## src/rtl/instr_queue_pkg.sv

```systemverilog
// Shared sizing constants for the fetch-to-decode instruction queue.
// Fetch and decode use the same instruction and length widths.
package instr_queue_pkg;
  localparam int MAX_INSTR_WIDTH   = 120;
  localparam int INSTR_LEN_WIDTH   = 4;
  localparam int INSTR_QUEUE_DEPTH = 4;
endpackage

```

## src/rtl/instr_queue_if.sv

```systemverilog
// Fetch-to-decode handshake bundle.
// The queue takes the slave side; fetch, decode and the redirect source take the master side.
interface instr_queue_if
  import instr_queue_pkg::*;
#(
  parameter int INSTR_WIDTH = MAX_INSTR_WIDTH,
  parameter int LEN_WIDTH   = INSTR_LEN_WIDTH,
  parameter int CNT_WIDTH   = $clog2(INSTR_QUEUE_DEPTH) + 1
);
  logic                   i_flush;
  logic                   i_fetch_valid;
  logic [INSTR_WIDTH-1:0] i_fetch_instr;
  logic [LEN_WIDTH-1:0]   i_fetch_instr_len;
  logic                   o_fetch_ready;
  logic                   o_valid;
  logic [INSTR_WIDTH-1:0] o_instr;
  logic [LEN_WIDTH-1:0]   o_instr_len;
  logic                   i_dec_ready;
  logic [CNT_WIDTH-1:0]   o_count;

  modport slave (
    input  i_flush, i_fetch_valid, i_fetch_instr, i_fetch_instr_len, i_dec_ready,
    output o_fetch_ready, o_valid, o_instr, o_instr_len, o_count
  );

  modport master (
    output i_flush, i_fetch_valid, i_fetch_instr, i_fetch_instr_len, i_dec_ready,
    input  o_fetch_ready, o_valid, o_instr, o_instr_len, o_count
  );
endinterface

```

## src/rtl/instr_queue_ram.sv

```systemverilog
// Entry storage for the instruction queue: synchronous write, asynchronous read.
// Contents are never reset; validity is tracked by the queue's occupancy count.
module instr_queue_ram
  import instr_queue_pkg::*;
#(
  parameter int DEPTH = INSTR_QUEUE_DEPTH,
  parameter int WIDTH = MAX_INSTR_WIDTH + INSTR_LEN_WIDTH,
  parameter int AW    = $clog2(DEPTH)
) (
  input  logic             clk,
  input  logic             we,
  input  logic [AW-1:0]    waddr,
  input  logic [WIDTH-1:0] wdata,
  input  logic [AW-1:0]    raddr,
  output logic [WIDTH-1:0] rdata
);
  logic [WIDTH-1:0] mem [DEPTH];

  always_ff @(posedge clk) begin
    if (we) mem[waddr] <= wdata;
  end

  assign rdata = mem[raddr];
endmodule

```

## src/rtl/instr_queue.sv

```systemverilog
// Circular instruction queue between fetch and decode, first-word-fall-through toward decode.
// Ready never depends on i_dec_ready, so a full queue cannot take a push in a popping cycle.
module instr_queue
  import instr_queue_pkg::*;
#(
  parameter int DEPTH       = INSTR_QUEUE_DEPTH,
  parameter int INSTR_WIDTH = MAX_INSTR_WIDTH,
  parameter int LEN_WIDTH   = INSTR_LEN_WIDTH,
  parameter int CNT_WIDTH   = $clog2(DEPTH) + 1
) (
  input logic         clk,
  input logic         reset,
  instr_queue_if.slave q
);
  localparam int PTR_W = $clog2(DEPTH);
  localparam int ENT_W = INSTR_WIDTH + LEN_WIDTH;
  localparam logic [CNT_WIDTH-1:0] FULL = CNT_WIDTH'(DEPTH);

  logic [PTR_W-1:0]     wr_ptr_q, wr_ptr_d;
  logic [PTR_W-1:0]     rd_ptr_q, rd_ptr_d;
  logic [CNT_WIDTH-1:0] count_q, count_d;
  logic                 fetch_ready, head_valid, push, pop;
  logic [ENT_W-1:0]     wr_data, rd_data;

  // Bytes at or above the instruction length are stored as zero.
  function automatic logic [INSTR_WIDTH-1:0] mask_bytes(input logic [INSTR_WIDTH-1:0] data,
                                                        input logic [LEN_WIDTH-1:0]   len);
    logic [INSTR_WIDTH-1:0] res;
    res = '0;
    for (int k = 0; k < INSTR_WIDTH / 8; k++) begin
      if (k < int'(len)) res[8*k +: 8] = data[8*k +: 8];
    end
    return res;
  endfunction

  always_comb begin
    fetch_ready = reset && !q.i_flush && (count_q != FULL);
    head_valid  = reset && !q.i_flush && (count_q != '0);
    // A zero-length instruction completes the handshake but is dropped.
    push        = q.i_fetch_valid && fetch_ready && (q.i_fetch_instr_len != '0);
    pop         = head_valid && q.i_dec_ready;
    wr_ptr_d    = wr_ptr_q;
    rd_ptr_d    = rd_ptr_q;
    count_d     = count_q;
    if (q.i_flush) begin
      wr_ptr_d = '0;
      rd_ptr_d = '0;
      count_d  = '0;
    end else begin
      if (push) wr_ptr_d = wr_ptr_q + PTR_W'(1);
      if (pop)  rd_ptr_d = rd_ptr_q + PTR_W'(1);
      case ({push, pop})
        2'b10:   count_d = count_q + CNT_WIDTH'(1);
        2'b01:   count_d = count_q - CNT_WIDTH'(1);
        default: count_d = count_q;
      endcase
    end
  end

  always_ff @(posedge clk) begin
    if (!reset) begin
      wr_ptr_q <= '0;
      rd_ptr_q <= '0;
      count_q  <= '0;
    end else begin
      wr_ptr_q <= wr_ptr_d;
      rd_ptr_q <= rd_ptr_d;
      count_q  <= count_d;
    end
  end

  assign wr_data = {q.i_fetch_instr_len, mask_bytes(q.i_fetch_instr, q.i_fetch_instr_len)};

  instr_queue_ram #(
    .DEPTH (DEPTH),
    .WIDTH (ENT_W)
  ) u_ram (
    .clk   (clk),
    .we    (push),
    .waddr (wr_ptr_q),
    .wdata (wr_data),
    .raddr (rd_ptr_q),
    .rdata (rd_data)
  );

  assign q.o_fetch_ready = fetch_ready;
  assign q.o_valid       = head_valid;
  assign {q.o_instr_len, q.o_instr} = (reset && (count_q != '0)) ? rd_data : '0;
  assign q.o_count       = reset ? count_q : '0;

  always @(posedge clk) begin
    if (reset) begin
      assert (count_q <= FULL);
      assert (!(pop && (count_q == '0)));
      assert (!(push && !pop && (count_q == FULL)));
    end
  end
endmodule

```

## src/flat_wrapper.sv

```systemverilog
// flat-port wrapper written by rule: the top's interface ports become plain ports
module instr_queue_flat import instr_queue_pkg::*;
#(
  parameter int DEPTH       = INSTR_QUEUE_DEPTH,
  parameter int INSTR_WIDTH = MAX_INSTR_WIDTH,
  parameter int LEN_WIDTH   = INSTR_LEN_WIDTH,
  parameter int CNT_WIDTH   = $clog2(DEPTH) + 1
)
  (clk, reset, q_i_flush, q_i_fetch_valid, q_i_fetch_instr, q_i_fetch_instr_len, q_i_dec_ready, q_o_fetch_ready, q_o_valid, q_o_instr, q_o_instr_len, q_o_count);
  instr_queue_if #(.INSTR_WIDTH(INSTR_WIDTH), .LEN_WIDTH(LEN_WIDTH), .CNT_WIDTH(CNT_WIDTH)) q_i ();
  input logic clk;
  input logic reset;
  input wire logic [$bits(q_i.i_flush)-1:0] q_i_flush;
  input wire logic [$bits(q_i.i_fetch_valid)-1:0] q_i_fetch_valid;
  input wire logic [$bits(q_i.i_fetch_instr)-1:0] q_i_fetch_instr;
  input wire logic [$bits(q_i.i_fetch_instr_len)-1:0] q_i_fetch_instr_len;
  input wire logic [$bits(q_i.i_dec_ready)-1:0] q_i_dec_ready;
  output wire logic [$bits(q_i.o_fetch_ready)-1:0] q_o_fetch_ready;
  output wire logic [$bits(q_i.o_valid)-1:0] q_o_valid;
  output wire logic [$bits(q_i.o_instr)-1:0] q_o_instr;
  output wire logic [$bits(q_i.o_instr_len)-1:0] q_o_instr_len;
  output wire logic [$bits(q_i.o_count)-1:0] q_o_count;
  assign q_i.i_flush = q_i_flush;
  assign q_i.i_fetch_valid = q_i_fetch_valid;
  assign q_i.i_fetch_instr = q_i_fetch_instr;
  assign q_i.i_fetch_instr_len = q_i_fetch_instr_len;
  assign q_i.i_dec_ready = q_i_dec_ready;
  assign q_o_fetch_ready = q_i.o_fetch_ready;
  assign q_o_valid = q_i.o_valid;
  assign q_o_instr = q_i.o_instr;
  assign q_o_instr_len = q_i.o_instr_len;
  assign q_o_count = q_i.o_count;
  instr_queue #(.DEPTH(DEPTH), .INSTR_WIDTH(INSTR_WIDTH), .LEN_WIDTH(LEN_WIDTH), .CNT_WIDTH(CNT_WIDTH)) u_core (.clk(clk), .reset(reset), .q(q_i));
endmodule
```

## config.mk

```make
export PLATFORM = sky130hd
export DESIGN_NAME = instr_queue_flat
export DESIGN_NICKNAME = d
export VERILOG_FILES = /design/src/rtl/instr_queue_pkg.sv /design/src/rtl/instr_queue_if.sv /design/src/rtl/instr_queue_ram.sv /design/src/rtl/instr_queue.sv /design/src/flat_wrapper.sv
export SDC_FILE = /design/constraint.sdc
export NUM_CORES = 1
export LEC_CHECK = 0
export CAP_MARGIN = 20
export CORE_MARGIN = 5
export CORE_UTILIZATION = 25
export DETAILED_ROUTE_END_ITERATION = 8
export GPL_TIMING_DRIVEN = 0
export SETUP_SLACK_MARGIN = 0.02
export SLEW_MARGIN = 20
export SYNTH_ARGS = -nofsm -noshare
export SYNTH_HDL_FRONTEND = slang
export SYNTH_SLANG_ARGS = --single-unit
```

## constraint.sdc

```tcl
create_clock -name clk -period 15.8 [get_ports clk]
set_clock_uncertainty 0.1 [all_clocks]
set_input_delay 3.16 -clock clk [delete_from_list [all_inputs] [get_ports clk]]
set_output_delay 3.16 -clock clk [all_outputs]
set_load 0.02 [all_outputs]
```

After elaboration in Yosys (flattened, before gate mapping)
Memory sizes are Yosys's and may differ from the RTL's. A register that Yosys moved wholly into a read port is not among the register bits.
Index checks and enable logic that the tools add are counted.

cells by class
  shift-type cells = 0
  $mul = 0
  reductions and logical operators = 12
  bitwise gates (word level) = 1
  add/subtract/negate cells = 4
  div/mod/pow operators = 0
  eq/ne operators = 3
  magnitude comparators = 15
  muxes and demuxes = 22

operators by type and width
  operator                                              count
  2-to-1 mux 124 bit                                    1
  2-to-1 mux 8 bit                                      15
  < comparator 4 bit (first input constant)             7
  < comparator 3 x 4 -> 1 bit (first input constant)    4
  < comparator 1 x 4 -> 1 bit (first input constant)    2
  < comparator 2 x 4 -> 1 bit (first input constant)    2
  logical AND 1 bit                                     7
  case mux 3 bit (2 select lines)                       1
  adder 2 x 1 -> 2 bit (second input constant)          2
  2-to-1 mux 2 bit                                      2
  nonzero test 4 bit                                    1
  adder 3 x 1 -> 3 bit (second input constant)          1
  2-to-1 mux 3 bit                                      1
  inequality test 3 bit (second input constant)         1
  nonzero test 3 bit                                    1
  subtractor 3 x 1 -> 3 bit (second input constant)     1
  equality test 2 x 1 -> 1 bit (second input constant)  1
  equality test 2 bit (second input constant)           1
  2-to-1 mux 1 bit                                      2
  nonzero test 2 bit                                    1
  OR reduction 2 bit                                    1
  logical NOT 1 bit                                     1
  NOT 1 bit                                             1

word-level totals
  register bits = 7
  word-level logic and storage cells = 61
  output and inout bits = 129
  memories = 1
  latch bits = 0
  memory bits (writable) = 496
  bits in read-only memories = 0
  input bits = 129

memory list
  memory            depth  bits a word  rd ports  clocked after memory_dff  write ports  RTL line               text
  u_core.u_ram.mem  4      124          1         1                         1            instr_queue_ram.sv:17  logic [WIDTH-1:0] mem [DEPTH];

Logic depth before layout (Yosys ltp)
Gate-level depths: netlist of run 1.

  depth after elaboration = 7
  depth in mapped cells = 11
  gate-level depth less buffers = 9

Hierarchy
A second synthesis of run 1 with hierarchy kept.

unflattened totals
  cell total of the unflattened synthesis = 981
  area, all modules = 20,065.5 um^2

modules (own cells, without submodules)
  module           area each (um^2)  seq. area each (um^2)  times used  cells an instance
  instr_queue_ram  17,900.9          14,894.3               1           652
  instr_queue      2,164.6           140.1                  1           329

Least setup slack after synthesis of run 1
OpenSTA, ideal clock, no wires.

  kind = input-to-output
  start = input port reset
  end = output port q_o_instr[100]
  path buffers = 3
  required time = 12.540 ns
  stages on the path = 4
  path slack = 8.421 ns
  data arrival time = 4.119 ns
  cells stage by stage = clkbuf_1 -> clkbuf_1 -> clkbuf_1 -> and3_1

on the way
  longest elaborated chain between the ends = 2

RTL lines
  item                RTL line            text
  from (decl)         flat_wrapper.sv:12  input logic reset;
  logical AND 1 bit   instr_queue.sv:88   assign {q.o_instr_len, q.o_instr} = (reset && (count_q != '0)) ? rd_data : '0;
  2-to-1 mux 124 bit  instr_queue.sv:88
  to (decl)           flat_wrapper.sv:20  output wire logic [$bits(q_i.o_instr)-1:0] q_o_instr;

Every way passes these cells.

Worst setup path after layout of run 1
  start = input port reset
  end = output port q_o_instr[105]

Same word-level chain as after synthesis.

==> impl_metrics.env, run 1 <==
export IMPL_vias=10800
export IMPL_synth_top_cell_area_share_pct=73.8
export IMPL_synth_top_flop_cell="edfxtp_1"
export IMPL_post_route_min_period_ns=9.53
export IMPL_slowest_delay_ns=0.77
export IMPL_totalWireLength_um=53500
export IMPL_drv_cap=0
export IMPL_fill_cells=7653
export IMPL_grtUsageTotal_pct=12.1
export IMPL_cts_tree="done"
export IMPL_avgRoutedWirePerCell_um=21.9
export IMPL_clkLatencyLatePin_ns=0.60
export IMPL_fin_crit_sh_pct=60.3
export IMPL_cts_hold_buffers=0
export IMPL_yosys_area_top_type="edfxtp_1"
export IMPL_syn_area_um2=20200
export IMPL_cts_root_buffer_cell="clkbuf_16"
export IMPL_num_rows=104
export IMPL_slowest_stage="clkbuf_1"
export IMPL_critPathRequiredTime_ns=12.54
export IMPL_hold_class="reg -> reg"
export IMPL_cts_repair_resized=0
export IMPL_grt_pass1_wl_um=77500
export IMPL_syn_nets=1139
export IMPL_grt_overflow=0
export IMPL_cts_buffers=55
export IMPL_peakVddDrop_mv=0.0677
export IMPL_synthCells=1004
export IMPL_worstSetupPathType="in -> out"
export IMPL_final_area_um2=26200
export IMPL_avgSynthCellArea_um2=20.1
export IMPL_cp_start_kind="input pin"
export IMPL_finalPower_mw=2.86
export IMPL_grt_pass1_vias=11800
export IMPL_cts_setup_buffers=0
export IMPL_antenna_found_initial=9
export IMPL_slew_headroom_pct=28.0
export IMPL_syn_to_final_growth_pct=29.9
export IMPL_ys_types=36
export IMPL_fin_setup_tns_ns=0
export IMPL_dr_pass1_iters=4
export IMPL_nets=1467
export IMPL_timing_fmax_ghz=0.105
export IMPL_grt_max_degree=42
export IMPL_cp_max_fo=10
export IMPL_synth_edff_count=496
export IMPL_htree_levels=2
export IMPL_hold_viol=0
export IMPL_p_per_area_nw_per_um2=109
export IMPL_clock_sinks=505
export IMPL_die_w_um=294
export IMPL_setup_viol=0
export IMPL_path_clk_slew_ns=0.06
export IMPL_final_util_pct=32.6
export IMPL_synthMostInstantiatedCell="edfxtp_1"
export IMPL_synth_common_cells="edfxtp_1 (496), and3_1 (151), mux4_2 (124)"
export IMPL_gp_congestion=0.698
export IMPL_dp_hpwl_um=35200
export IMPL_cts_buffer_depth=3
export IMPL_via_per_inst=4.41
export IMPL_hold_ws_ns=0.400
export IMPL_crit_buf_inv=5
export IMPL_drive_above_1_share_pct=18.3
export IMPL_ios=258
export IMPL_io_buffers=257
export IMPL_core_um2=80300
export IMPL_die_area_um2=86500
export IMPL_place_area_um2=24400
export IMPL_status="complete, no violations"
export IMPL_drt_iter0_drc=566
export IMPL_drc=0
export IMPL_p_leak_nw=8.58
export IMPL_synthTopCellsByArea="edfxtp_1 (74%), mux4_2 (14%), and3_1 (4.7%)"
export IMPL_die_y_um=294
export IMPL_arrival_ns=6.27
export IMPL_worst_setup_path_end_kind="primary output"
export IMPL_async_flop_share_pct=0
export IMPL_worst_pin_slew_ns=1.07
export IMPL_antenna_left=0
export IMPL_yosysSeqAreaShare_pct=74.7
export IMPL_ys_warn_count=0
export IMPL_rsz0062_at_grt="no"
export IMPL_cp_top_family="buffers and inverters"
export IMPL_drv_slew=0
export IMPL_ys_seq_elements=505
export IMPL_cp_cell_sequence="clkdlybuf4s50_1, clkbuf_2, clkbuf_1, clkbuf_1, and3_1, clkdlybuf4s50_1"
export IMPL_initial_utilization_pct=25.1
flip-flops by register name, indices dropped and copies added, names as in the netlist, named ones only:
register and count:
u_core.rd_ptr_q 2, u_core.count_q 3, u_core.u_ram.mem 496, u_core.wr_ptr_q 2
cell families (layout without fill, tap and decap cells):
logic type	after synthesis	count (layout)	share of synthesized area, %
other	0	8	0
AOI/OAI and AO/OA	14	14	0.496
buffers and inverters	74	444	1.79
and+or+nand+nor	276	276	8.49
muxes	127	127	14.0
xor gates and xnor gates	2	2	0.0869
adders and majority gates	6	6	0.409
DFF	505	505	74.7
placed cells by master (no fill, tap or decap), types with 6 or more instances in the layout:
cell,count
clkbuf_1,52
inv_1,6
clkbuf_16,56
edfxtp_1,496
and3_1,151
dfxtp_1,9
diode_2,8
buf_16,12
buf_2,18
clkinv_1,13
clkdlybuf4s50_1,257
clkinv_2,6
and2_1,44
buf_6,9
nor2b_1,58
mux4_2,124
metal layers:
layer	part of all wire, %	wire [µm]	vias to the layer above	global-route usage, %
met1	42	22200	5619	15.2
met5	0.034	18	-	0
met3	7.2	3830	82	3.62
met4	2.5	1350	4	3.25
met2	49	26100	300	20.3
li1	-	-	4753	-
final cells by class:
cell class / instances / area, µm² / area share [%]
flip-flops and latches: 505 / 15100 / 57.5
multi-input cells: 425 / 4760 / 18.2
repair buffers: 271 / 2920 / 11.1
clock buffers: 68 / 1450 / 5.52
well taps: 1060 / 1330 / 5.06
plain buffers: 68 / 340 / 1.30
clock inverters: 31 / 295 / 1.13
inverters: 6 / 22.5 / 0.0859
diodes: 8 / 20.0 / 0.0764
worst paths after layout:
kind / from / end / slack (ns) / cells past startpoint
min reg2reg: u_core.rd_ptr_q[0]$_SDFFE_PP0P_ / u_core.rd_ptr_q[0]$_SDFFE_PP0P_ / 0.40 / 1
max: reset / q_o_instr[105] / 6.27 / 6
min: u_core.rd_ptr_q[0]$_SDFFE_PP0P_ / u_core.rd_ptr_q[0]$_SDFFE_PP0P_ / 0.40 / 1
max reg2reg: u_core.count_q[0]$_SDFFE_PP0P_ / u_core.count_q[2]$_SDFFE_PP0P_ / 12.99 / 10
through the flow:
stage | std cells | worst slack [ns]
2_1_floorplan | 1004 | 8.42
6_report | 2442 | 6.27
4_1_cts | 2434 | 6.02
5_1_grt | 2435 | 6.00
3_3_place_gp | 2321 | 4.51
3_5_place_dp | 2335 | 6.02
power by group:
group	switching (mW)	total, mW	internal [mW]
combinational	0.0659	0.126	0.0597
clock	0.517	1.25	0.729
sequential	0.00325	1.49	1.49
(Power assumes the default switching activity.)
==> run 2, diff against run 1 <==
==> constraint.sdc (replaced) <==
create_clock -name clk -period 8.1 [get_ports clk]
set_clock_uncertainty 0.1 [all_clocks]
set_input_delay 1.62 -clock clk [delete_from_list [all_inputs] [get_ports clk]]
set_output_delay 1.62 -clock clk [all_outputs]
set_load 0.02 [all_outputs]
==> results of run 2 <==
Same layout as run 1 (identical final DEF). Status: complete, no violations.
Main changes from that run: setup slack after placement 6.02 ns -> 1.40 ns; setup slack after layout 6.27 ns -> 1.65 ns; register-to-register setup slack 12.99 ns -> 5.29 ns; total power 2.86 mW -> 5.58 mW; worst IR drop on VDD 0.0677 mV -> 0.132 mV
==> run 3, diff against run 2 <==
==> constraint.sdc (replaced) <==
create_clock -name clk -period 6.4 [get_ports clk]
set_clock_uncertainty 0.1 [all_clocks]
set_input_delay 1.28 -clock clk [delete_from_list [all_inputs] [get_ports clk]]
set_output_delay 1.28 -clock clk [all_outputs]
set_load 0.02 [all_outputs]
==> results of run 3 <==
Same layout as run 1 (identical final DEF). Status: complete, no violations.
Main changes from that run: setup slack after placement 6.02 ns -> 0.380 ns; setup slack after layout 6.27 ns -> 0.633 ns; register-to-register setup slack 12.99 ns -> 3.59 ns; total power 2.86 mW -> 7.07 mW; worst IR drop on VDD 0.0677 mV -> 0.167 mV
